<file path="src/rtl/uart_pkg.sv">
// Shared UART definitions: data width, TX arbiter state encoding and the
// default arbiter sizing used as parameter defaults.
package uart_pkg;

    localparam int unsigned UART_DATA_W       = 8;
    localparam int unsigned ARB_NUM_REQ_DEF   = 4;
    localparam int unsigned ARB_MAX_BURST_DEF = 16;

    typedef enum logic [0:0] {
        ARB_IDLE  = 1'b0,
        ARB_GRANT = 1'b1
    } arb_state_e;

endpackage

</file>
<file path="src/rtl/uart_rr_pick.sv">
// Rotate-priority picker: returns the first set request at or above ptr,
// wrapping around to index 0.
// Ports:
//   req  - request vector, one bit per requester
//   ptr  - starting index of the search
//   pick - one-hot selected requester (all zero when nothing requests)
//   any  - at least one request is set
module uart_rr_pick
    import uart_pkg::*;
#(
    parameter int unsigned NUM_REQ = ARB_NUM_REQ_DEF,
    localparam int unsigned PTR_W  = $clog2(NUM_REQ)
) (
    input  logic [NUM_REQ-1:0] req,
    input  logic [PTR_W-1:0]   ptr,
    output logic [NUM_REQ-1:0] pick,
    output logic               any
);

    // Walk NUM_REQ positions starting at ptr; first hit wins.
    always_comb begin
        int unsigned idx;
        idx  = 0;
        pick = '0;
        any  = 1'b0;
        for (int unsigned i = 0; i < NUM_REQ; i++) begin
            idx = 32'(ptr) + i;
            if (idx >= NUM_REQ) begin
                idx = idx - NUM_REQ;
            end
            if (!any && req[PTR_W'(idx)]) begin
                pick[PTR_W'(idx)] = 1'b1;
                any               = 1'b1;
            end
        end
    end

endmodule

</file>
<file path="src/rtl/uart_tx_arbiter.sv">
// Round-robin arbiter sharing the UART TX FIFO write port among NUM_REQ
// byte-stream requesters. A grant lasts until the owner's last byte or
// until MAX_BURST bytes have been forwarded, whichever comes first.
// Ports:
//   clk, rst    - clock (FIFO write clock), synchronous active-high reset
//   req_valid   - per-requester byte valid
//   req_data    - requester i's byte on [8i+7:8i]
//   req_last    - final byte of the requester's packet
//   req_ready   - per-requester accept (combinational)
//   grant       - one-hot owner, zero when idle (registered)
//   busy        - arbiter is in the GRANT state (registered)
//   fifo_wr_en  - FIFO write strobe (combinational)
//   fifo_din    - FIFO write byte (combinational)
//   fifo_full   - FIFO full flag
module uart_tx_arbiter
    import uart_pkg::*;
#(
    parameter int unsigned NUM_REQ   = ARB_NUM_REQ_DEF,
    parameter int unsigned MAX_BURST = ARB_MAX_BURST_DEF
) (
    input  logic                           clk,
    input  logic                           rst,
    input  logic [NUM_REQ-1:0]             req_valid,
    input  logic [UART_DATA_W*NUM_REQ-1:0] req_data,
    input  logic [NUM_REQ-1:0]             req_last,
    output logic [NUM_REQ-1:0]             req_ready,
    output logic [NUM_REQ-1:0]             grant,
    output logic                           busy,
    output logic                           fifo_wr_en,
    output logic [UART_DATA_W-1:0]         fifo_din,
    input  logic                           fifo_full
);

    localparam int unsigned PTR_W = $clog2(NUM_REQ);
    localparam int unsigned CNT_W = $clog2(MAX_BURST + 1);

    arb_state_e         state_q, state_d;
    logic [PTR_W-1:0]   rr_ptr_q, rr_ptr_d;
    logic [CNT_W-1:0]   burst_cnt_q, burst_cnt_d;
    logic [NUM_REQ-1:0] grant_q, grant_d;
    logic               busy_q, busy_d;

    logic [NUM_REQ-1:0] pick;
    logic               pick_any;
    logic [PTR_W-1:0]   ptr_after_owner;
    logic               xfer;
    logic               burst_done;

    uart_rr_pick #(
        .NUM_REQ (NUM_REQ)
    ) u_rr_pick (
        .req  (req_valid),
        .ptr  (rr_ptr_q),
        .pick (pick),
        .any  (pick_any)
    );

    // State register
    always_ff @(posedge clk) begin
        if (rst) begin
            state_q     <= ARB_IDLE;
            rr_ptr_q    <= '0;
            burst_cnt_q <= '0;
            grant_q     <= '0;
            busy_q      <= 1'b0;
        end else begin
            state_q     <= state_d;
            rr_ptr_q    <= rr_ptr_d;
            burst_cnt_q <= burst_cnt_d;
            grant_q     <= grant_d;
            busy_q      <= busy_d;
        end
    end

    // Pointer to the requester after the current owner, wrapping explicitly
    // so non-power-of-two NUM_REQ never lands on an unused index.
    always_comb begin
        ptr_after_owner = '0;
        for (int unsigned i = 0; i < NUM_REQ; i++) begin
            if (grant_q[i]) begin
                ptr_after_owner = (i == NUM_REQ - 1) ? '0 : PTR_W'(i + 1);
            end
        end
    end

    // Next state and combinational write-path outputs
    always_comb begin
        state_d     = state_q;
        rr_ptr_d    = rr_ptr_q;
        burst_cnt_d = burst_cnt_q;
        grant_d     = grant_q;
        busy_d      = busy_q;
        req_ready   = '0;
        fifo_wr_en  = 1'b0;
        fifo_din    = '0;
        xfer        = 1'b0;
        burst_done  = 1'b0;

        unique case (state_q)
            ARB_IDLE: begin
                if (pick_any) begin
                    grant_d     = pick;
                    burst_cnt_d = '0;
                    busy_d      = 1'b1;
                    state_d     = ARB_GRANT;
                end
            end

            ARB_GRANT: begin
                for (int unsigned i = 0; i < NUM_REQ; i++) begin
                    if (grant_q[i]) begin
                        fifo_din = req_data[i*UART_DATA_W +: UART_DATA_W];
                    end
                end
                req_ready  = grant_q & {NUM_REQ{~fifo_full}};
                xfer       = (|(grant_q & req_valid)) & ~fifo_full;
                fifo_wr_en = xfer;

                if (xfer) begin
                    burst_cnt_d = burst_cnt_q + CNT_W'(1);
                    // Release on the owner's last byte or when this byte fills the burst.
                    burst_done  = (|(grant_q & req_last)) ||
                                  ((burst_cnt_q + CNT_W'(1)) == CNT_W'(MAX_BURST));
                    if (burst_done) begin
                        grant_d  = '0;
                        busy_d   = 1'b0;
                        rr_ptr_d = ptr_after_owner;
                        state_d  = ARB_IDLE;
                    end
                end
            end

            default: begin
                state_d = ARB_IDLE;
            end
        endcase
    end

    assign grant = grant_q;
    assign busy  = busy_q;

endmodule

</file>
<file path="config.mk">
export PLATFORM = sky130hd
export DESIGN_NAME = uart_tx_arbiter
export DESIGN_NICKNAME = d
export VERILOG_FILES = /design/src/rtl/uart_pkg.sv /design/src/rtl/uart_rr_pick.sv /design/src/rtl/uart_tx_arbiter.sv
export SDC_FILE = /design/constraint.sdc
export NUM_CORES = 1
export LEC_CHECK = 0
export ABC_AREA = 1
export CORE_AREA = 2 2 71 56
export DETAILED_ROUTE_END_ITERATION = 8
export DIE_AREA = 0 0 73 58
export PLACE_DENSITY_LB_ADDON = 0.3
export SKIP_CTS_REPAIR_TIMING = 1
export SLEW_MARGIN = 20
export SYNTH_ARGS = -nofsm -noshare
export SYNTH_HDL_FRONTEND = slang
export SYNTH_HIERARCHICAL = 1
export SYNTH_SLANG_ARGS = --single-unit
</file>
<file path="constraint.sdc">
create_clock -name clk -period 2.7 [get_ports clk]
set_input_delay 0.54 -clock clk [delete_from_list [all_inputs] [get_ports clk]]
set_output_delay 0.54 -clock clk [all_outputs]
set_load 0.01 [all_outputs]
</file>
==> results.md, run 1 <==
* Yosys warnings at 6
* Final Hold Fails at 0
* Ant diodes at 0
* Cell taking the most area after synthesis: dfxtp_1
* Fill cell count at 348
* CP max FO at 1
* Area growth, synth to finish at 53.3%
* Synth cell types at 28
* Int Power at 407 µW
* Sequential cell area at 262 µm²
* Footprint of the multi-input gates at 1000 µm²
* RR Endpoint: burst_cnt_q[4]$_SDFFE_PP0P_
* Area contributors post-synth: dfxtp_1 19%, nand2_1 15%, o21ai_0 9.8%
* Async S/R FF share, synth at 0
* Largest net degree at the start of global routing at 19
* Sw frac at 0.282
* Hold EP: busy$_SDFFE_PP0P_
* Routed via count at 1763
* Die H at 58 µm
* Clock latency on the worst-skew pair at 240 ps
* Die ar. at 4230 µm²
* H-tree levels at 1
* Gpl congestion at 0.885
* CTS tree: done
* Switch Pwr at 160 µW
* Final period util at 0.979
* Sequential-to-total area share from yosys stat at 0.189
* Hold_ws at 484 ps
* Pre-antenna DRT Iters at 4
* Cells after Synth at 229
* IO buf count at 60
* Core Area at 3540 µm²
* DRT Wirelength at 4410 µm
* IO Pins at 61
* EDFF count, synth at 0
* FMAX at 378 MHz
* WS Path Type: primary input to primary output
* Commonest non-fill, non-tap cell in the layout: clkdlybuf4s50_1
* Clk slew on worst S/H paths at 50 ps
* Initial Utilization at 0.389
* Post-DRT Antenna Nets at 0
* Clock power share at 0.303
* Avg WL per Cell at 13.1 µm
* First-pass GRT wire length at 7220 µm
* Nets at 345
* Hold_sp: busy$_SDFFE_PP0P_
* Post-synth top area share at 0.189
* Final setup TNS at 0 ps
* Final number of max-transition violations at 0
* Die X at 73 µm
* Pwr per Cell Area at 268 nW/µm²
* Slew Limit Headroom at 0.683
* Root Buffer: clkbuf_8
* Required time of the worst setup path at 2160 ps
* Crit path capture type: primary output
* Worst vdd ir at 0.000260 V
* Hold path cells at 2
* R2R setup slack at 540 ps
* Max_cap viols at 0
* CTS sink cnt at 13
* Reg power frac at 0.364
* Setup violators final at 0
* Mapped cell area at 1380 µm²
* Status: finished clean
* CTS buffer count at 3
* DP HPWL at 3490 µm
* WP data arrival at 2100 ps
* GRT Residual Overflow at 0
* Hold Crit Class: flip-flop to flip-flop
* Initial antenna violation count at 0
* Cell count of the worst reg-to-reg path at 13
* Avg Cell Area, Syn at 6.02 µm²
* Via count of the first global-routing pass at 1582
* Max Clock Skew at 4.48 ps
* Combinational power share at 0.333
* Reg2Reg Launch Point: rr_ptr_q[1]$_SDFFE_PP0P_
* Drt drc at 0
* Primary FF master, synth: dfxtp_1
* Share of cells above drive strength 1 at 0.105
* Worst setup SP type: primary input
* Placement Rows at 19
* Clk buf depth at 2
* Final Util at 0.597
* Tightest Pin Transition at 475 ps
* Unrepaired setup endpoints after global routing: no
* Total Routing Usage GR at 0.213
* 1st-iter DRT viols at 84
* Yosys reg bits at 13
* Most frequent cells in the layout: 58 x clkdlybuf4s50_1, 55 x nand2_1, 26 x o21ai_0
* Final Critical Period at 2640 ps
* Vias per cell at 5.25
* Leakage power at 0.916 nW
* Syn_nets at 279
[power by group through the flow]
stage / sequential (mW) / combinational, mW / clock [mW]
6_report: 0.206 / 0.189 / 0.172
2_1_floorplan: 0.207 / 0.0823 / 0
3_3_place_gp: 0.210 / 0.187 / 0
5_1_grt: 0.207 / 0.208 / 0.185
3_5_place_dp: 0.209 / 0.188 / 0
4_1_cts: 0.205 / 0.189 / 0.178
[critical path, cell delays in order]
cell and delay [ps]:
clkdlybuf4s50_1 460, a21oi_1 60, o21ai_0 200, o21ai_0 140, a21oi_1 150, clkdlybuf4s50_1 550
[state kept, by name, indices dropped and copies added (netlist names)]
register / flops
burst_cnt_q: 5
grant: 4
rr_ptr_q: 2
busy: 1
state_q: 1
[metal layers]
layer,track usage,up-vias,part of all wire
met5,0,-,0
met4,0.0503,0,0.013
met3,0.0400,6,0.076
met2,0.344,71,0.45
met1,0.295,789,0.46
li1,-,897,-
[area by class of cell]
type / count / share of cell area
clock buffers: 4 / 0.0213
inverters: 20 / 0.0373
well taps: 42 / 0.0249
repair buffers: 69 / 0.319
flip-flops and latches: 13 / 0.124
multi-input cells: 188 / 0.474
[synth_stat cells (3+ instances only)]
library cell  instances
clkbuf_1              4
nand2_2               6
nand4_1               6
o21ai_0              27
dfxtp_1              13
a21oi_1              23
nand2_1              55
nor2_1               24
ha_1                  7
nand3_4               3
inv_1                17
nand3_1              24
[stage by stage]
step / cells / area, µm² / power [mW] / worst slack (ps)
after global placement: 332 / 2060 / 0.396 / 62.0
final: 336 / 2110 / 0.567 / 55.7
after CTS: 336 / 2100 / 0.572 / 50.6
after floorplan: 229 / 1380 / 0.289 / 647
after detailed placement: 332 / 2060 / 0.397 / 65.1
after global routing: 336 / 2110 / 0.600 / 8.87
[logic make-up after synthesis]
logic type	share of synthesized area
simple gates	0.446
compound gates	0.211
buf+inv	0.0844
flops	0.189
fa+ha+maj	0.0635
xor+xnor	0.00635
[worst max path at each step]
| stage | startpoint | end | slack, ps | cells after the start |
|---|---|---|---|---|
| final | req_data[5] | fifo_din[5] | 60 | 6 |
| after global routing | req_data[7] | fifo_din[7] | 9 | 6 |
| after CTS | req_data[5] | fifo_din[5] | 50 | 6 |
| after detailed placement | req_data[5] | fifo_din[5] | 70 | 6 |
| after global placement | req_data[5] | fifo_din[5] | 60 | 6 |
| after floorplan | rr_ptr_q[0]$_SDFFE_PP0P_ | grant[3]$_SDFFE_PP0P_ | 650 | 13 |
Note: power is estimated with default switching activity, not from simulation.
==> run 2, diff against run 1 <==
--- a/config.mk
+++ b/config.mk
@@ -6,9 +6,9 @@
 export NUM_CORES = 1
 export LEC_CHECK = 0
 export ABC_AREA = 1
-export CORE_AREA = 2 2 71 56
+export CORE_AREA = 2 2 89 70
 export DETAILED_ROUTE_END_ITERATION = 8
-export DIE_AREA = 0 0 73 58
+export DIE_AREA = 0 0 91 72
 export PLACE_DENSITY_LB_ADDON = 0.3
 export SKIP_CTS_REPAIR_TIMING = 1
 export SLEW_MARGIN = 20
==> run 2 against run 1 <==
Net effect:
- global-route usage decreased by 7.5 points
- core utilization is 21 points lower
- worst setup slack gained 46 ps
- sequential power barely moved
==> results.md, run 2 (synthesis gave the netlist of run 1 again) <==
* Leakage power at 0.905 nW (-1.2%)
* Setup violators final at 0 (unchanged)
* Pre-antenna DRT Iters at 4 (unchanged)
* Status: finished clean
* Worst vdd ir at 0.000281 V (+8.1%)
* Final period util at 0.962 (-0.0171)
* Core Area at 5650 µm² (+59%)
* Number of flip-flops in the largest register at 5 (unchanged)
* Die X at 91 µm (+25%)
* Critical Path Start: req_data[5]
* CTS tree: done
* CP max FO at 1 (unchanged)
* WS Path Type: primary input to primary output
* Die ar. at 6550 µm² (+55%)
* FMAX at 385 MHz (+1.8%)
* Routed via count at 1729 (-1.9%)
* Most frequent cells in the layout: 59 x clkdlybuf4s50_1, 55 x nand2_1, 24 x nor2_1, 24 x o21ai_0, 24 x nand3_1
* DRT Wirelength at 4510 µm (+2.3%)
* Largest net degree at the start of global routing at 19 (unchanged)
* Die H at 72 µm (+24%)
* Via count of the first global-routing pass at 1617 (+2.2%)
* Clk buf depth at 2 (unchanged)
* R2R setup slack at 590 ps (+50 ps)
* Ant diodes at 0 (unchanged)
* H-tree levels at 1 (unchanged)
* CTS buffer count at 3 (unchanged)
* Max_cap viols at 0 (unchanged)
* Cell count of the worst reg-to-reg path at 13 (unchanged)
* Final WS setup at 102 ps (+46.1 ps)
* 1st-iter DRT viols at 68 (-19%)
* Total Routing Usage GR at 0.138 (-0.0753)
* First-pass GRT wire length at 7450 µm (+3.2%)
* Vias per cell at 4.64 (-12%)
* Gpl congestion at 0.898 (+1.4%)
* Max Clock Skew at 4.05 ps (-0.437 ps)
* Crit path capture type: primary output
* Tightest Pin Transition at 502 ps (+26.9 ps)
* GRT Residual Overflow at 0 (unchanged)
* Commonest non-fill, non-tap cell in the layout: clkdlybuf4s50_1
* WP data arrival at 2060 ps (-40 ps)
* Required time of the worst setup path at 2160 ps (about the same)
* Largest Register: burst_cnt_q
* Final Util at 0.383 (-0.213)
* Final Hold Fails at 0 (unchanged)
* Post-place setup slack at 35.9 ps (-29.1 ps)
* Final Critical Period at 2600 ps (-46.1 ps)
* Final number of max-transition violations at 0 (unchanged)
* Clk slew on worst S/H paths at 50 ps (about the same)
* Reg2Reg Launch Point: rr_ptr_q[1]$_SDFFE_PP0P_
* Placement Rows at 24 (+5)
* Drt drc at 0 (unchanged)
* Worst setup SP type: primary input
* Worst setup endpoint: fifo_din[5]
* Initial antenna violation count at 0 (unchanged)
* Post-DRT Antenna Nets at 0 (unchanged)
* Area growth, synth to finish at 57.0%
* Share of cells above drive strength 1 at 0.112 (+0.00642)
* RR Endpoint: burst_cnt_q[3]$_SDFFE_PP0P_
* Pwr per Cell Area at 265 nW/µm² (-1.4%)
* Fill cell count at 625 (+80%)
* Nets at 346 (+0.29%)
* CTS sink cnt at 13 (unchanged)
* Clock latency on the worst-skew pair at 240 ps (about the same)
* Hold Crit Class: flip-flop to flip-flop
* Initial Utilization at 0.244 (-0.145)
* IO buf count at 60 (unchanged)
* Slew Limit Headroom at 0.664 (-0.0188)
* IO Pins at 61 (unchanged)
* Root Buffer: clkbuf_8
* DP HPWL at 3580 µm (+2.7%)
* Avg WL per Cell at 12.1 µm (-7.9%)
* Unrepaired setup endpoints after global routing: no
## run 2: cell count changes in the layout (fill, tap and decap cells not counted)
| cell | previous run | this run |
|---|---|---|
| o21ai_0 | 26 | 24 |
| dlymetal6s2s_1 | 2 | 1 |
| clkdlybuf4s50_1 | 58 | 59 |
| dfxtp_1 | 12 | 11 |
| buf_4 | 9 | 10 |
| dfxtp_2 | 1 | 2 |
| o21ai_1 | 3 | 5 |
## run 2: worst min-delay path by stage
stage               cells after the start  slack [ps]                   startpoint                           to
floorplan                               2         450  burst_cnt_q[4]$_SDFFE_PP0P_  burst_cnt_q[4]$_SDFFE_PP0P_
global placement                        2         470  burst_cnt_q[4]$_SDFFE_PP0P_  burst_cnt_q[4]$_SDFFE_PP0P_
detailed placement                      2         470  burst_cnt_q[4]$_SDFFE_PP0P_  burst_cnt_q[4]$_SDFFE_PP0P_
CTS                                     2         490  burst_cnt_q[4]$_SDFFE_PP0P_  burst_cnt_q[4]$_SDFFE_PP0P_
global route                            2         530            busy$_SDFFE_PP0P_            busy$_SDFFE_PP0P_
finish                                  2         490  burst_cnt_q[4]$_SDFFE_PP0P_  burst_cnt_q[4]$_SDFFE_PP0P_
## run 2: routing by layer
metal,vias to the layer above,global-route usage,part of all wire
met1,764,0.198,0.50
met5,-,0,0
met2,65,0.213,0.41
met3,4,0.0395,0.085
met4,0,0.0152,0.0075
li1,896,-,-
## run 2: per-stage QoR
stage / setup TNS [ps] / hold slack (ps) / power (mW) / cells / cell area, µm²
6_report: 0 / 487 / 0.573 / 373 / 2160
5_1_grt: 0 / 526 / 0.610 / 373 / 2160
4_1_cts: -89.0 / 485 / 0.577 / 373 / 2160
3_5_place_dp: 0 / 472 / 0.401 / 369 / 2110
3_3_place_gp: 0 / 465 / 0.399 / 369 / 2110
2_1_floorplan: 0 / 453 / 0.289 / 229 / 1380
## run 2: worst max-delay path, stage by stage
cell             delay, ps
clkdlybuf4s50_1        450
a21oi_1                 50
o21ai_0                200
o21ai_0                120
a21oi_1                140
clkdlybuf4s50_1        560
## run 2: cell type report
type / count / area [µm²] / area share
sequential: 13 / 263 / 0.121
timing repair buffer: 70 / 678 / 0.313
multi-input combinational: 188 / 1000 / 0.463
tap: 78 / 97.6 / 0.0451
clock buffer: 4 / 45.0 / 0.0208
inverter: 20 / 78.8 / 0.0364
## run 2: where the power goes
group / leakage, nW / internal, mW / switching [mW]
Combinational: 0.775 / 0.107 / 0.0822
Sequential: 0.107 / 0.198 / 0.00993
Clock: 0.0228 / 0.104 / 0.0717
==> run 3, diff against run 2 <==
--- a/config.mk
+++ b/config.mk
@@ -6,13 +6,12 @@
 export NUM_CORES = 1
 export LEC_CHECK = 0
 export ABC_AREA = 1
-export CORE_AREA = 2 2 89 70
+export CORE_AREA = 2 2 88 69
 export DETAILED_ROUTE_END_ITERATION = 8
-export DIE_AREA = 0 0 91 72
+export DIE_AREA = 0 0 90 71
 export PLACE_DENSITY_LB_ADDON = 0.3
 export SKIP_CTS_REPAIR_TIMING = 1
 export SLEW_MARGIN = 20
 export SYNTH_ARGS = -nofsm -noshare
 export SYNTH_HDL_FRONTEND = slang
-export SYNTH_HIERARCHICAL = 1
 export SYNTH_SLANG_ARGS = --single-unit
==> run 3 against run 2 <==
Net effect:
- wire length down 1.2%
- clock power barely moved
- global-route usage up 0.20 points
- synthesized cell count rose by 0.44%
- register-to-register slack worse by 60 ps
- sequential power about the same
- combinational power grew 12%
- first-iteration DRC count is 44% higher
- critical endpoint is now fifo_din[6]
- largest power group is now combinational cells
==> results.md, run 3 <==
* 1st-iter DRT viols at 98 (+44%)
* Drt drc at 0 (unchanged)
* Worst setup SP type: primary input
* Clk slew on worst S/H paths at 50 ps (about the same)
* Final Critical Period at 2540 ps (-59.5 ps)
* Final number of max-transition violations at 0 (unchanged)
* Slowest stage delay, CP at 550 ps (about the same)
* Core Area at 5590 µm² (-1.1%)
* Sequential cell area at 260 µm² (-0.95%)
* Worst-path cell chain: clkdlybuf4s50_1, a21oi_1, o21ai_0, o21ai_0, a21oi_1, clkdlybuf4s50_1
* Cells after Synth at 230 (+0.44%)
* Largest net degree at the start of global routing at 20 (+1)
* Top-count cell post-synth: nand2_1
* DP HPWL at 3370 µm (-5.9%)
* Tightest Pin Transition at 543 ps (+41.2 ps)
* GRT Residual Overflow at 0 (unchanged)
* Gpl congestion at 0.952 (+6.1%)
* Die X at 90 µm (-1.1%)
* Setup violators final at 0 (unchanged)
* Routed via count at 1711 (-1.0%)
* Nets at 348 (+0.58%)
* IO Pins at 61 (unchanged)
* Ant diodes at 0 (unchanged)
* Most frequent cells in the layout: 59 x clkdlybuf4s50_1, 55 x nand2_1, 29 x nand3_1
* Hold Crit Class: flip-flop to flip-flop
* Yosys reg bits at 13 (unchanged)
* CP max FO at 1 (unchanged)
* Clk buf depth at 2 (unchanged)
* Post-Layout Inst Area at 2140 µm² (-1.2%)
* Placement Rows at 24 (unchanged)
* CTS sink cnt at 13 (unchanged)
* Slew Limit Headroom at 0.638 (-0.0267)
* CP delay by family, top: buffers and inverters
* Post-synth top area share at 0.193 (+0.00384)
* Sequential-to-total area share from yosys stat at 0.193 (+0.00384)
* Worst vdd ir at 0.000255 V (-9.3%)
* Max_cap viols at 0 (unchanged)
* Max Clock Skew at 2.71 ps (-1.34 ps)
* First-pass GRT wire length at 7430 µm (-0.19%)
* Status: finished clean
* Initial Utilization at 0.242 (-0.00230)
* Initial antenna violation count at 0 (unchanged)
* Avg WL per Cell at 11.9 µm (-1.4%)
* Synth cell types at 24 (-14%)
* Yosys warnings at 0 (-6)
* Required time of the worst setup path at 2160 ps (about the same)
* CTS tree: done
* Syn_nets at 281 (+0.72%)
* Area growth, synth to finish at 58.2%
* Vias per cell at 4.57 (-1.3%)
* Slowest-stage cell, CP: clkdlybuf4s50_1
* Avg Cell Area, Syn at 5.88 µm² (-2.4%)
* Clock latency on the worst-skew pair at 240 ps (about the same)
* R2R setup slack at 530 ps (-60 ps)
* Die H at 71 µm (-1.4%)
* Root Buffer: clkbuf_8
* Post-DRT Antenna Nets at 0 (unchanged)
* Pwr per Cell Area at 276 nW/µm² (+4.4%)
* Final period util at 0.940 (-0.0221)
* Async S/R FF share, synth at 0 (unchanged)
* Pre-antenna DRT Iters at 5 (+1)
* Final Hold Fails at 0 (unchanged)
* Most frequent cells after synthesis: 55 x nand2_1, 29 x nand3_1, 28 x a21oi_1
* Commonest non-fill, non-tap cell in the layout: clkdlybuf4s50_1
* Cell taking the most area after synthesis: dfxtp_1
* Final setup TNS at 0 ps (unchanged)
* Crit path capture type: primary output
* Mapped cell area at 1350 µm² (-2.0%)
* EDFF count, synth at 0 (unchanged)
* Number of flip-flops in the largest register at 5 (unchanged)
* Die ar. at 6390 µm² (-2.5%)
* H-tree levels at 1 (unchanged)
* DRT Wirelength at 4460 µm (-1.2%)
* Total Routing Usage GR at 0.140 (+0.00195)
* WS Path Type: primary input to primary output
* Unrepaired setup endpoints after global routing: no
* Area contributors post-synth: dfxtp_1 19%, nand2_1 15%, nand3_1 11%
* Placed cell areas at 2090 µm² (-0.95%)
* IO buf count at 60 (unchanged)
* CTS buffer count at 3 (unchanged)
* Footprint of the multi-input gates at 986 µm² (-1.6%)
* Via count of the first global-routing pass at 1544 (-4.5%)
* WP data arrival at 2000 ps (-60 ps)
* FMAX at 394 MHz (+2.3%)
* Leakage power at 0.907 nW (+0.25%)
* Critical path buffer and inverter count at 2 (unchanged)
* Share of cells above drive strength 1 at 0.0878 (-0.0240)
* Largest Register: burst_cnt_q
* Primary FF master, synth: dfxtp_1
* Fill cell count at 616 (-1.4%)
run 3: layer usage:
layer / global-route usage / wire (µm) / up-vias
met4: 0.0205 / 14 / 0
met1: 0.207 / 2340 / 734
li1: - / - / 905
met2: 0.209 / 1750 / 70
met3: 0.0362 / 358 / 2
met5: 0 / 0 / -
run 3: per-stage QoR:
step                      hold slack [ps]   util  instances  setup slack [ps]  power, mW
after CTS                             474  0.382        374              45.1      0.597
after detailed placement              457  0.374        370              54.7      0.420
after floorplan                       467      -        230               783      0.302
after global routing                  509  0.383        374              23.6      0.628
after global placement                460  0.374        370              33.3      0.420
final                                 473  0.383        374               161      0.591
run 3: report_power, final:
| part | internal, mW | switching [mW] | total (mW) |
|---|---|---|---|
| clock network | 0.104 | 0.0695 | 0.174 |
| registers | 0.198 | 0.00753 | 0.205 |
| logic | 0.116 | 0.0951 | 0.211 |
| total | 0.418 | 0.172 | 0.591 |
run 3: cell type report:
class                           instances  area share
Clock buffer                            4      0.0211
Multi-Input combinational cell        189       0.461
Inverter                               21      0.0369
Timing Repair Buffer                   69       0.314
Tap cell                               78      0.0456
Sequential cell                        13       0.122
run 3: worst paths after layout:
kind	to	cells past startpoint	startpoint
min reg2reg	busy$_SDFFE_PP0P_	2	busy$_SDFFE_PP0P_
max reg2reg	burst_cnt_q[4]$_SDFFE_PP0P_	11	rr_ptr_q[1]$_SDFFE_PP0P_
max	fifo_din[6]	6	req_data[6]
min	busy$_SDFFE_PP0P_	2	busy$_SDFFE_PP0P_
run 3: tightest hold or removal path, delay by kind of cell (launching register included):
family	cells	cell delay, ps
AO/OA/AOI/OAI	1	50
AND/OR/NAND/NOR	1	60
flip-flops	1	310
run 3: cell families (layout without fill, tap and decap cells):
family,after synthesis,count (layout),synth area share
buffers and inverters,28,94,0.0778
and+or+nand+nor,121,121,0.426
DFF,13,13,0.193
adders and majority gates,8,8,0.0741
AOI/OAI and AO/OA,60,60,0.230
